## src/rtl/circle_scan_ctrl.sv

```systemverilog
// Circling-animation sequencer for a multiplexed 7-seg display.
// Scans the digit anodes and tells the segment encoder where the circle is.
module circle_scan_ctrl #(
  parameter int NUM_DIGITS = 4,
  parameter int SCAN_DIV   = 50000,
  parameter int STEP_DIV   = 12500000,
  parameter int AN_ACT_LOW = 1,
  localparam int PW = $clog2(2*NUM_DIGITS)
) (
  input  logic                  clk,
  input  logic                  rst,
  input  logic                  run,
  input  logic                  cw,
  input  logic                  clear,
  output logic [NUM_DIGITS-1:0] an,
  output logic                  row,
  output logic                  en,
  output logic [PW-1:0]         pos,
  output logic                  step_tick
);

  localparam int SW = $clog2(SCAN_DIV);
  localparam int IW = $clog2(NUM_DIGITS);
  localparam int TW = $clog2(STEP_DIV);

  localparam logic [SW-1:0] SCAN_LAST = SW'(SCAN_DIV-1);
  localparam logic [IW-1:0] IDX_LAST  = IW'(NUM_DIGITS-1);
  localparam logic [TW-1:0] STEP_LAST = TW'(STEP_DIV-1);
  localparam logic [PW-1:0] POS_LAST  = PW'(2*NUM_DIGITS-1);
  localparam logic [PW-1:0] POS_HALF  = PW'(NUM_DIGITS);

  localparam logic [NUM_DIGITS-1:0] AN_OFF =
    (AN_ACT_LOW != 0) ? '1 : '0;
  localparam logic [NUM_DIGITS-1:0] AN_ONE =
    {{(NUM_DIGITS-1){1'b0}}, 1'b1};

  logic [SW-1:0]         scan_cnt_q, scan_cnt_d;
  logic [IW-1:0]         scan_idx_q, scan_idx_d;
  logic [TW-1:0]         step_cnt_q, step_cnt_d;
  logic [PW-1:0]         pos_q, pos_d;
  logic [NUM_DIGITS-1:0] an_q, an_d;
  logic                  row_q, row_d;
  logic                  en_q, en_d;
  logic                  tick_q, tick_d;

  logic          scan_wrap;
  logic          step_due;
  logic          step_fire;
  logic          circ_row;
  logic [PW-1:0] circ_digit;

  always_comb begin
    scan_wrap  = (scan_cnt_q == SCAN_LAST);
    scan_cnt_d = scan_wrap ? '0 : scan_cnt_q + 1'b1;
    scan_idx_d = scan_idx_q;
    if (scan_wrap) begin
      scan_idx_d = (scan_idx_q == IDX_LAST) ? '0
                                            : scan_idx_q + 1'b1;
    end

    step_due  = run && (step_cnt_q == STEP_LAST);
    step_fire = step_due && !clear;

    step_cnt_d = step_cnt_q;
    if (clear || step_due) begin
      step_cnt_d = '0;
    end else if (run) begin
      step_cnt_d = step_cnt_q + 1'b1;
    end

    pos_d = pos_q;
    if (clear) begin
      pos_d = '0;
    end else if (step_fire) begin
      if (cw) begin
        pos_d = (pos_q == POS_LAST) ? '0 : pos_q + 1'b1;
      end else begin
        pos_d = (pos_q == '0) ? POS_LAST : pos_q - 1'b1;
      end
    end

    // Top half of the loop walks right on row 1, bottom half walks back.
    circ_row   = (pos_q < POS_HALF);
    circ_digit = circ_row ? pos_q : POS_LAST - pos_q;

    an_d   = AN_OFF ^ (AN_ONE << scan_idx_q);
    en_d   = (PW'(scan_idx_q) == circ_digit);
    row_d  = circ_row;
    tick_d = step_fire;
  end

  always_ff @(posedge clk) begin
    if (rst) begin
      scan_cnt_q <= '0;
      scan_idx_q <= '0;
      step_cnt_q <= '0;
      pos_q      <= '0;
      an_q       <= AN_OFF;
      row_q      <= 1'b0;
      en_q       <= 1'b0;
      tick_q     <= 1'b0;
    end else begin
      scan_cnt_q <= scan_cnt_d;
      scan_idx_q <= scan_idx_d;
      step_cnt_q <= step_cnt_d;
      pos_q      <= pos_d;
      an_q       <= an_d;
      row_q      <= row_d;
      en_q       <= en_d;
      tick_q     <= tick_d;
    end
  end

  assign an        = an_q;
  assign row       = row_q;
  assign en        = en_q;
  assign pos       = pos_q;
  assign step_tick = tick_q;

endmodule

```

## config.mk

```make
export PLATFORM = sky130hd
export DESIGN_NAME = circle_scan_ctrl
export DESIGN_NICKNAME = d
export VERILOG_FILES = /design/src/rtl/circle_scan_ctrl.sv
export SDC_FILE = /design/constraint.sdc
export NUM_CORES = 1
export LEC_CHECK = 0
export BUFFER_PORTS_ARGS = -buffer_cell sky130_fd_sc_hd__clkbuf_2
export CAP_MARGIN = 20
export CORE_MARGIN = 3
export CORE_UTILIZATION = 33
export DETAILED_ROUTE_END_ITERATION = 16
export PLACE_DENSITY_LB_ADDON = 0.1
export SLEW_MARGIN = 20
export SYNTH_ARGS = -nofsm -noshare
export SYNTH_HDL_FRONTEND = slang
export SYNTH_SLANG_ARGS = --single-unit
```

## constraint.sdc

```tcl
create_clock -name clk -period 2.05 [get_ports clk]
set_input_delay 0.41 -clock clk [delete_from_list [all_inputs] [get_ports clk]]
set_output_delay 0.41 -clock clk [all_outputs]
set_load 0.05 [all_outputs]
```

## Word-level counts from Yosys, hierarchy flattened

Index checks and enable logic that the tools add are counted.

| operators by class | value |
|---|---|
| $add $sub $neg | 6 |
| multiply operators | 0 |
| div/mod/pow operators | 0 |
| $lt $le $gt $ge | 1 |
| equal/unequal tests | 5 |
| shifts and indexed selects | 1 |
| muxes and demuxes | 5 |
| bitwise gates (word level) | 1 |
| reduce and logical (&&, ||, !) cells | 8 |

Operators by type and width:

| operator | number |
|---|---|
| adder 24 x 1 -> 24 bit, second input constant | 1 |
| == test 24 bit, second input constant | 1 |
| adder 16 x 1 -> 16 bit, second input constant | 1 |
| == test 16 bit, second input constant | 1 |
| 2-to-1 mux 3 bit | 4 |
| OR reduction 2 bit | 3 |
| inverter 4 bit | 1 |
| << shifter 1 x 2 -> 4 bit, first input constant | 1 |
| adder 3 x 1 -> 3 bit, second input constant | 1 |
| == test 2 x 3 -> 1 bit | 1 |
| == test 3 bit, second input constant | 1 |
| zero test 3 bit | 1 |
| < comparator 3 bit, second input constant | 1 |
| subtractor 3 x 1 -> 3 bit, second input constant | 1 |
| subtractor 3 bit, first input constant | 1 |
| adder 2 x 1 -> 2 bit, second input constant | 1 |
| == test 2 bit, second input constant | 1 |
| logical AND 1 bit | 2 |
| 2-to-1 mux 2 bit | 1 |
| zero test 1 bit | 1 |
| logical OR 1 bit | 1 |

| storage, ports and cells | value |
|---|---|
| flip-flop bits (word level) | 52 |
| latch bits | 0 |
| bits in writable memories | 0 |
| memory bits (read-only) | 0 |
| output and inout port bits | 10 |
| memories kept | 0 |

## Depth between registers and ports, before layout

| logic depth | value |
|---|---|
| depth in word-level cells | 4 |
| depth in mapped cells | 8 |
| mapped depth without buffers | 6 |

## Worst setup path after synthesis

No wires, ideal clock.

| timing | value |
|---|---|
| path kind | flip-flop to flip-flop |
| from | register step_cnt_q[0] |
| to | register step_cnt_q[11] |
| library setup time | 0.115 ns |
| arrival time | 1.691 ns |
| required time | 1.935 ns |
| setup slack | 0.244 ns |
| stages on the path, launching flop included | 9 |
| buffers on the path | 2 |
| cells stage by stage | dfxtp_1 > ha_1 > and3_1 > nand3_1 > or3_1 > buf_2 > o21ai_2 > buf_4 > nor2_1 |

| on the way | value |
|---|---|
| cells in the longest elaborated chain, start to end | 4 |
| elaborated cells between the ends (all ways) | 5 |
| those cells by class | add/sub: 1; eq/ne: 1; reduce/logical: 3 |

RTL lines:

| item | RTL line | source |
|---|---|---|
| start, declared | 39 | `logic [TW-1:0] step_cnt_q, step_cnt_d;` |
| start signal, assigned | 105 | `step_cnt_q <= step_cnt_d;` |
| parallel branches: the longest is 4 deep, another holds adder 24 x 1 -> 24 bit | - |  |

Parallel ways; which one is timed is not known.
A chain may end at the register's enable or synchronous reset.

## Worst setup path after layout

| timing | value |
|---|---|
| from | register step_cnt_q[0] |
| to | register step_cnt_q[22] |

Same word-level chain as after synthesis.

==> qor.json <==
{
  "std_cell_rows": {"value": 30},
  "yosys_warnings": {"value": 0},
  "run_status": {"value": "complete, no violations"},
  "pin_count": {"value": 15},
  "cts_tree": {"value": "done"},
  "max-slew-margin-rel": {"value": 71.9, "unit": "%"},
  "synth-edff-count": {"value": 0},
  "cts_resized": {"value": 0},
  "clk-insertion-delay-late": {"value": 0.30, "unit": "ns"},
  "vias_per_std_cell": {"value": 4.55},
  "synth_seq_cells": {"value": 52},
  "numClockSinks": {"value": 52},
  "core_region_area": {"value": 6910, "unit": "um^2"},
  "dp_hpwl": {"value": 3170, "unit": "um"},
  "layout-drive-gt1-share": {"value": 14.5, "unit": "%"},
  "worst-path-max-fanout": {"value": 6},
  "pin_count_of_the_biggest_net_entering_global_routing": {"value": 21},
  "finClkSkew": {"value": 0.00491, "unit": "ns"},
  "timing.hold.ws": {"value": 0.452, "unit": "ns"},
  "timing_max_transition_violations_final": {"value": 0},
  "crit_path_start_kind": {"value": "flop"},
  "grt.total_usage": {"value": 11.4, "unit": "%"},
  "rsz0062_at_grt": {"value": "no"},
  "post_cts_buffers": {"value": 0},
  "peakVddDrop": {"value": 274, "unit": "uV"},
  "globalplace.congestion": {"value": 0.726},
  "min_path_type": {"value": "in -> reg"},
  "path_class": {"value": "reg -> reg"},
  "drtAntennaViolNets": {"value": 0},
  "setup_violations_final": {"value": 0},
  "clock_tree.htree_level_count": {"value": 2},
  "arrival_time_of_the_worst_setup_path": {"value": 2.10, "unit": "ns"},
  "synth.most_common_cell": {"value": "sky130_fd_sc_hd__dfxtp_1"},
  "timing.critical_path.required": {"value": 2.27, "unit": "ns"},
  "postPlaceCellArea": {"value": 2650, "unit": "um^2"},
  "grt_antenna_before_repair": {"value": 0},
  "synthesis.nets": {"value": 286},
  "cellPowerDensity": {"value": 616, "unit": "nW/um^2"},
  "cts_buffer_depth": {"value": 2},
  "final_routed_wirelength": {"value": 4380, "unit": "um"},
  "post_synth_instance_area": {"value": 2400, "unit": "um^2"},
  "routed_wire_length_per_instance": {"value": 11.1, "unit": "um"},
  "detailroute.via_count": {"value": 1788},
  "stdcell_area": {"value": 2740, "unit": "um^2"},
  "finish.net_count": {"value": 311},
  "synth.area.top_cells": {"value": "sky130_fd_sc_hd__dfxtp_1 (43%), sky130_fd_sc_hd__xor2_1 (8.0%), sky130_fd_sc_hd__nor2_1 (7.7%)"},
  "port-buffer-count": {"value": 14},
  "clock_tree.root_cell": {"value": "sky130_fd_sc_hd__clkbuf_8"},
  "leakagePower": {"value": 0.00105, "unit": "uW"},
  "clk_transition_reported_paths": {"value": 0.09, "unit": "ns"},
  "synth_cell_types": {"value": 41},
  "synth.largest_area_cell": {"value": "sky130_fd_sc_hd__dfxtp_1"},
  "netlist_top_cells_count": {"value": "sky130_fd_sc_hd__dfxtp_1 (52), sky130_fd_sc_hd__nor2_1 (49), sky130_fd_sc_hd__nand3_1 (23)"},
  "cts_hold_repair.buffers": {"value": 0},
  "final.setup.tns": {"value": 0, "unit": "ns"},
  "endpoint_kind": {"value": "flop"},
  "synthesis.instances": {"value": 271},
  "fin_crit": {"value": 1.88, "unit": "ns"},
  "diodes": {"value": 0},
  "global_route_wire_length_before_repair": {"value": 7900, "unit": "um"},
  "die-width": {"value": 91.2, "unit": "um"},
  "hold_viol_final": {"value": 0},
  "synth_flop_cell": {"value": "sky130_fd_sc_hd__dfxtp_1"},
  "detail_route.iter0.violations": {"value": 73},
  "maxClockFrequency": {"value": 533, "unit": "MHz"},
  "min_period_over_period": {"value": 91.6, "unit": "%"},
  "num_cts_buffers": {"value": 5},
  "remaining_drcs": {"value": 0},
  "layout.filler_cells": {"value": 735},
  "dieArea": {"value": 8320, "unit": "um^2"},
  "yosysSeqAreaShare": {"value": 43.4, "unit": "%"},
  "post_synth.cell_area_avg": {"value": 8.84, "unit": "um^2"},
  "syn2layout_area_growth": {"value": 14.3, "unit": "%"},
  "synth_top_area_share": {"value": 43.4, "unit": "%"},
  "floorplan.initialDensity": {"value": 34.7, "unit": "%"},
  "dr.pass1.iters": {"value": 4},
  "grt_pass1_vias": {"value": 1706},
  "tightest_slew": {"value": 0.418, "unit": "ns"},
  "max_cap_violations": {"value": 0},
  "die_h": {"value": 91.2, "unit": "um"},
  "synth_async_sr_flop_share": {"value": 0, "unit": "%"},
  "globalRoute.totalOverflow": {"value": 0}
}
[placed cells by master (no fill, tap or decap), types with 2 or more instances in the layout]
| cell type | instances |
|---|---|
| sky130_fd_sc_hd__clkbuf_2 | 14 |
| sky130_fd_sc_hd__a31oi_1 | 2 |
| sky130_fd_sc_hd__clkbuf_8 | 6 |
| sky130_fd_sc_hd__xor2_1 | 22 |
| sky130_fd_sc_hd__xnor2_1 | 13 |
| sky130_fd_sc_hd__nand3_1 | 23 |
| sky130_fd_sc_hd__or3_1 | 5 |
| sky130_fd_sc_hd__inv_1 | 7 |
| sky130_fd_sc_hd__or2_2 | 2 |
| sky130_fd_sc_hd__a21oi_1 | 7 |
| sky130_fd_sc_hd__and3_1 | 9 |
| sky130_fd_sc_hd__clkbuf_1 | 2 |
| sky130_fd_sc_hd__nor4_1 | 4 |
| sky130_fd_sc_hd__dfxtp_1 | 51 |
| sky130_fd_sc_hd__nand4_1 | 7 |
| sky130_fd_sc_hd__ha_1 | 10 |
| sky130_fd_sc_hd__nand2_1 | 19 |
| sky130_fd_sc_hd__mux2i_1 | 3 |
| sky130_fd_sc_hd__nand4_2 | 2 |
| sky130_fd_sc_hd__nor2_1 | 49 |
| sky130_fd_sc_hd__nand2b_1 | 5 |
| sky130_fd_sc_hd__buf_4 | 12 |
| sky130_fd_sc_hd__a211oi_1 | 2 |
| sky130_fd_sc_hd__nor3_1 | 4 |
[routing by layer]
layer	vias to the layer above	wire length (um)	GRT usage, %	part of all wire, %
met3	2	132	2.32	3.0
li1	967	-	-	-
met4	0	28	5.78	0.64
met1	796	2420	16.0	55
met2	23	1800	16.6	41
met5	-	0	0	0
[cell families (layout without fill, tap and decap cells)]
group	Yosys count	in the layout	synth area share, %
flip-flops	52	52	43.4
AO/OA/AOI/OAI	14	14	3.55
adder cells (fa/ha/maj)	10	10	5.22
AND/OR/NAND/NOR	140	140	30.1
XOR/XNOR	35	35	12.8
multiplexers	4	4	1.72
buffers and inverters	16	42	3.13
[worst paths after layout]
check                                                 from                     endpoint  slack (ns)  depth (start not counted)
worst max-delay path            step_cnt_q[0]$_SDFFE_PP0P_  step_cnt_q[22]$_SDFFE_PP0P_        0.17                          7
worst min-delay path                                   run   step_cnt_q[0]$_SDFFE_PP0P_        0.45                          3
worst max register to register  step_cnt_q[0]$_SDFFE_PP0P_  step_cnt_q[22]$_SDFFE_PP0P_        0.17                          7
worst min register to register    scan_cnt_q[0]$_SDFF_PP0_     scan_cnt_q[0]$_SDFF_PP0_        0.47                          1
[stage by stage]
step	utilization (%)	worst slack [ns]	std cells	total power, uW
5_1_grt	39.7	0.0142	393	1770
4_1_cts	39.6	0.146	393	1720
3_3_place_gp	38.3	0.196	385	1120
6_report	39.7	0.173	393	1690
3_5_place_dp	38.3	0.164	385	1120
2_1_floorplan	-	0.244	271	1090
[worst max-delay path, stage by stage, from the launching register on]
cell and delay, ns:
sky130_fd_sc_hd__dfxtp_2 0.35, sky130_fd_sc_hd__ha_1 0.22, sky130_fd_sc_hd__and3_1 0.21, sky130_fd_sc_hd__nand3_1 0.12, sky130_fd_sc_hd__or3_1 0.16, sky130_fd_sc_hd__buf_4 0.15
sky130_fd_sc_hd__or4b_1 0.43, sky130_fd_sc_hd__o22ai_1 0.16
[final cells by class]
type | count | area (um^2) | area share [%]
Timing Repair Buffer | 27 | 180 | 6.58
Multi-Input combinational cell | 203 | 1280 | 46.7
Clock buffer | 8 | 90.1 | 3.29
Inverter | 7 | 26.3 | 0.959
Sequential cell | 52 | 1040 | 38.1
Tap cell | 96 | 120 | 4.39
[registers in the layout, indices dropped and copies added, names as in the netlist]
| signal | flops |
|---|---|
| an | 4 |
| en | 1 |
| pos | 3 |
| row | 1 |
| scan_cnt_q | 16 |
| scan_idx_q | 2 |
| step_cnt_q | 24 |
| step_tick | 1 |
[power breakdown]
group	internal (uW)	total (uW)	leakage (uW)	switching, uW
clock	276	594	0.0000455	317
sequential	1020	1030	0.000421	7.07
combinational	23.7	67.0	0.000579	43.3
total	1320	1690	0.00105	368
Power figures use the tool's default switching activity.
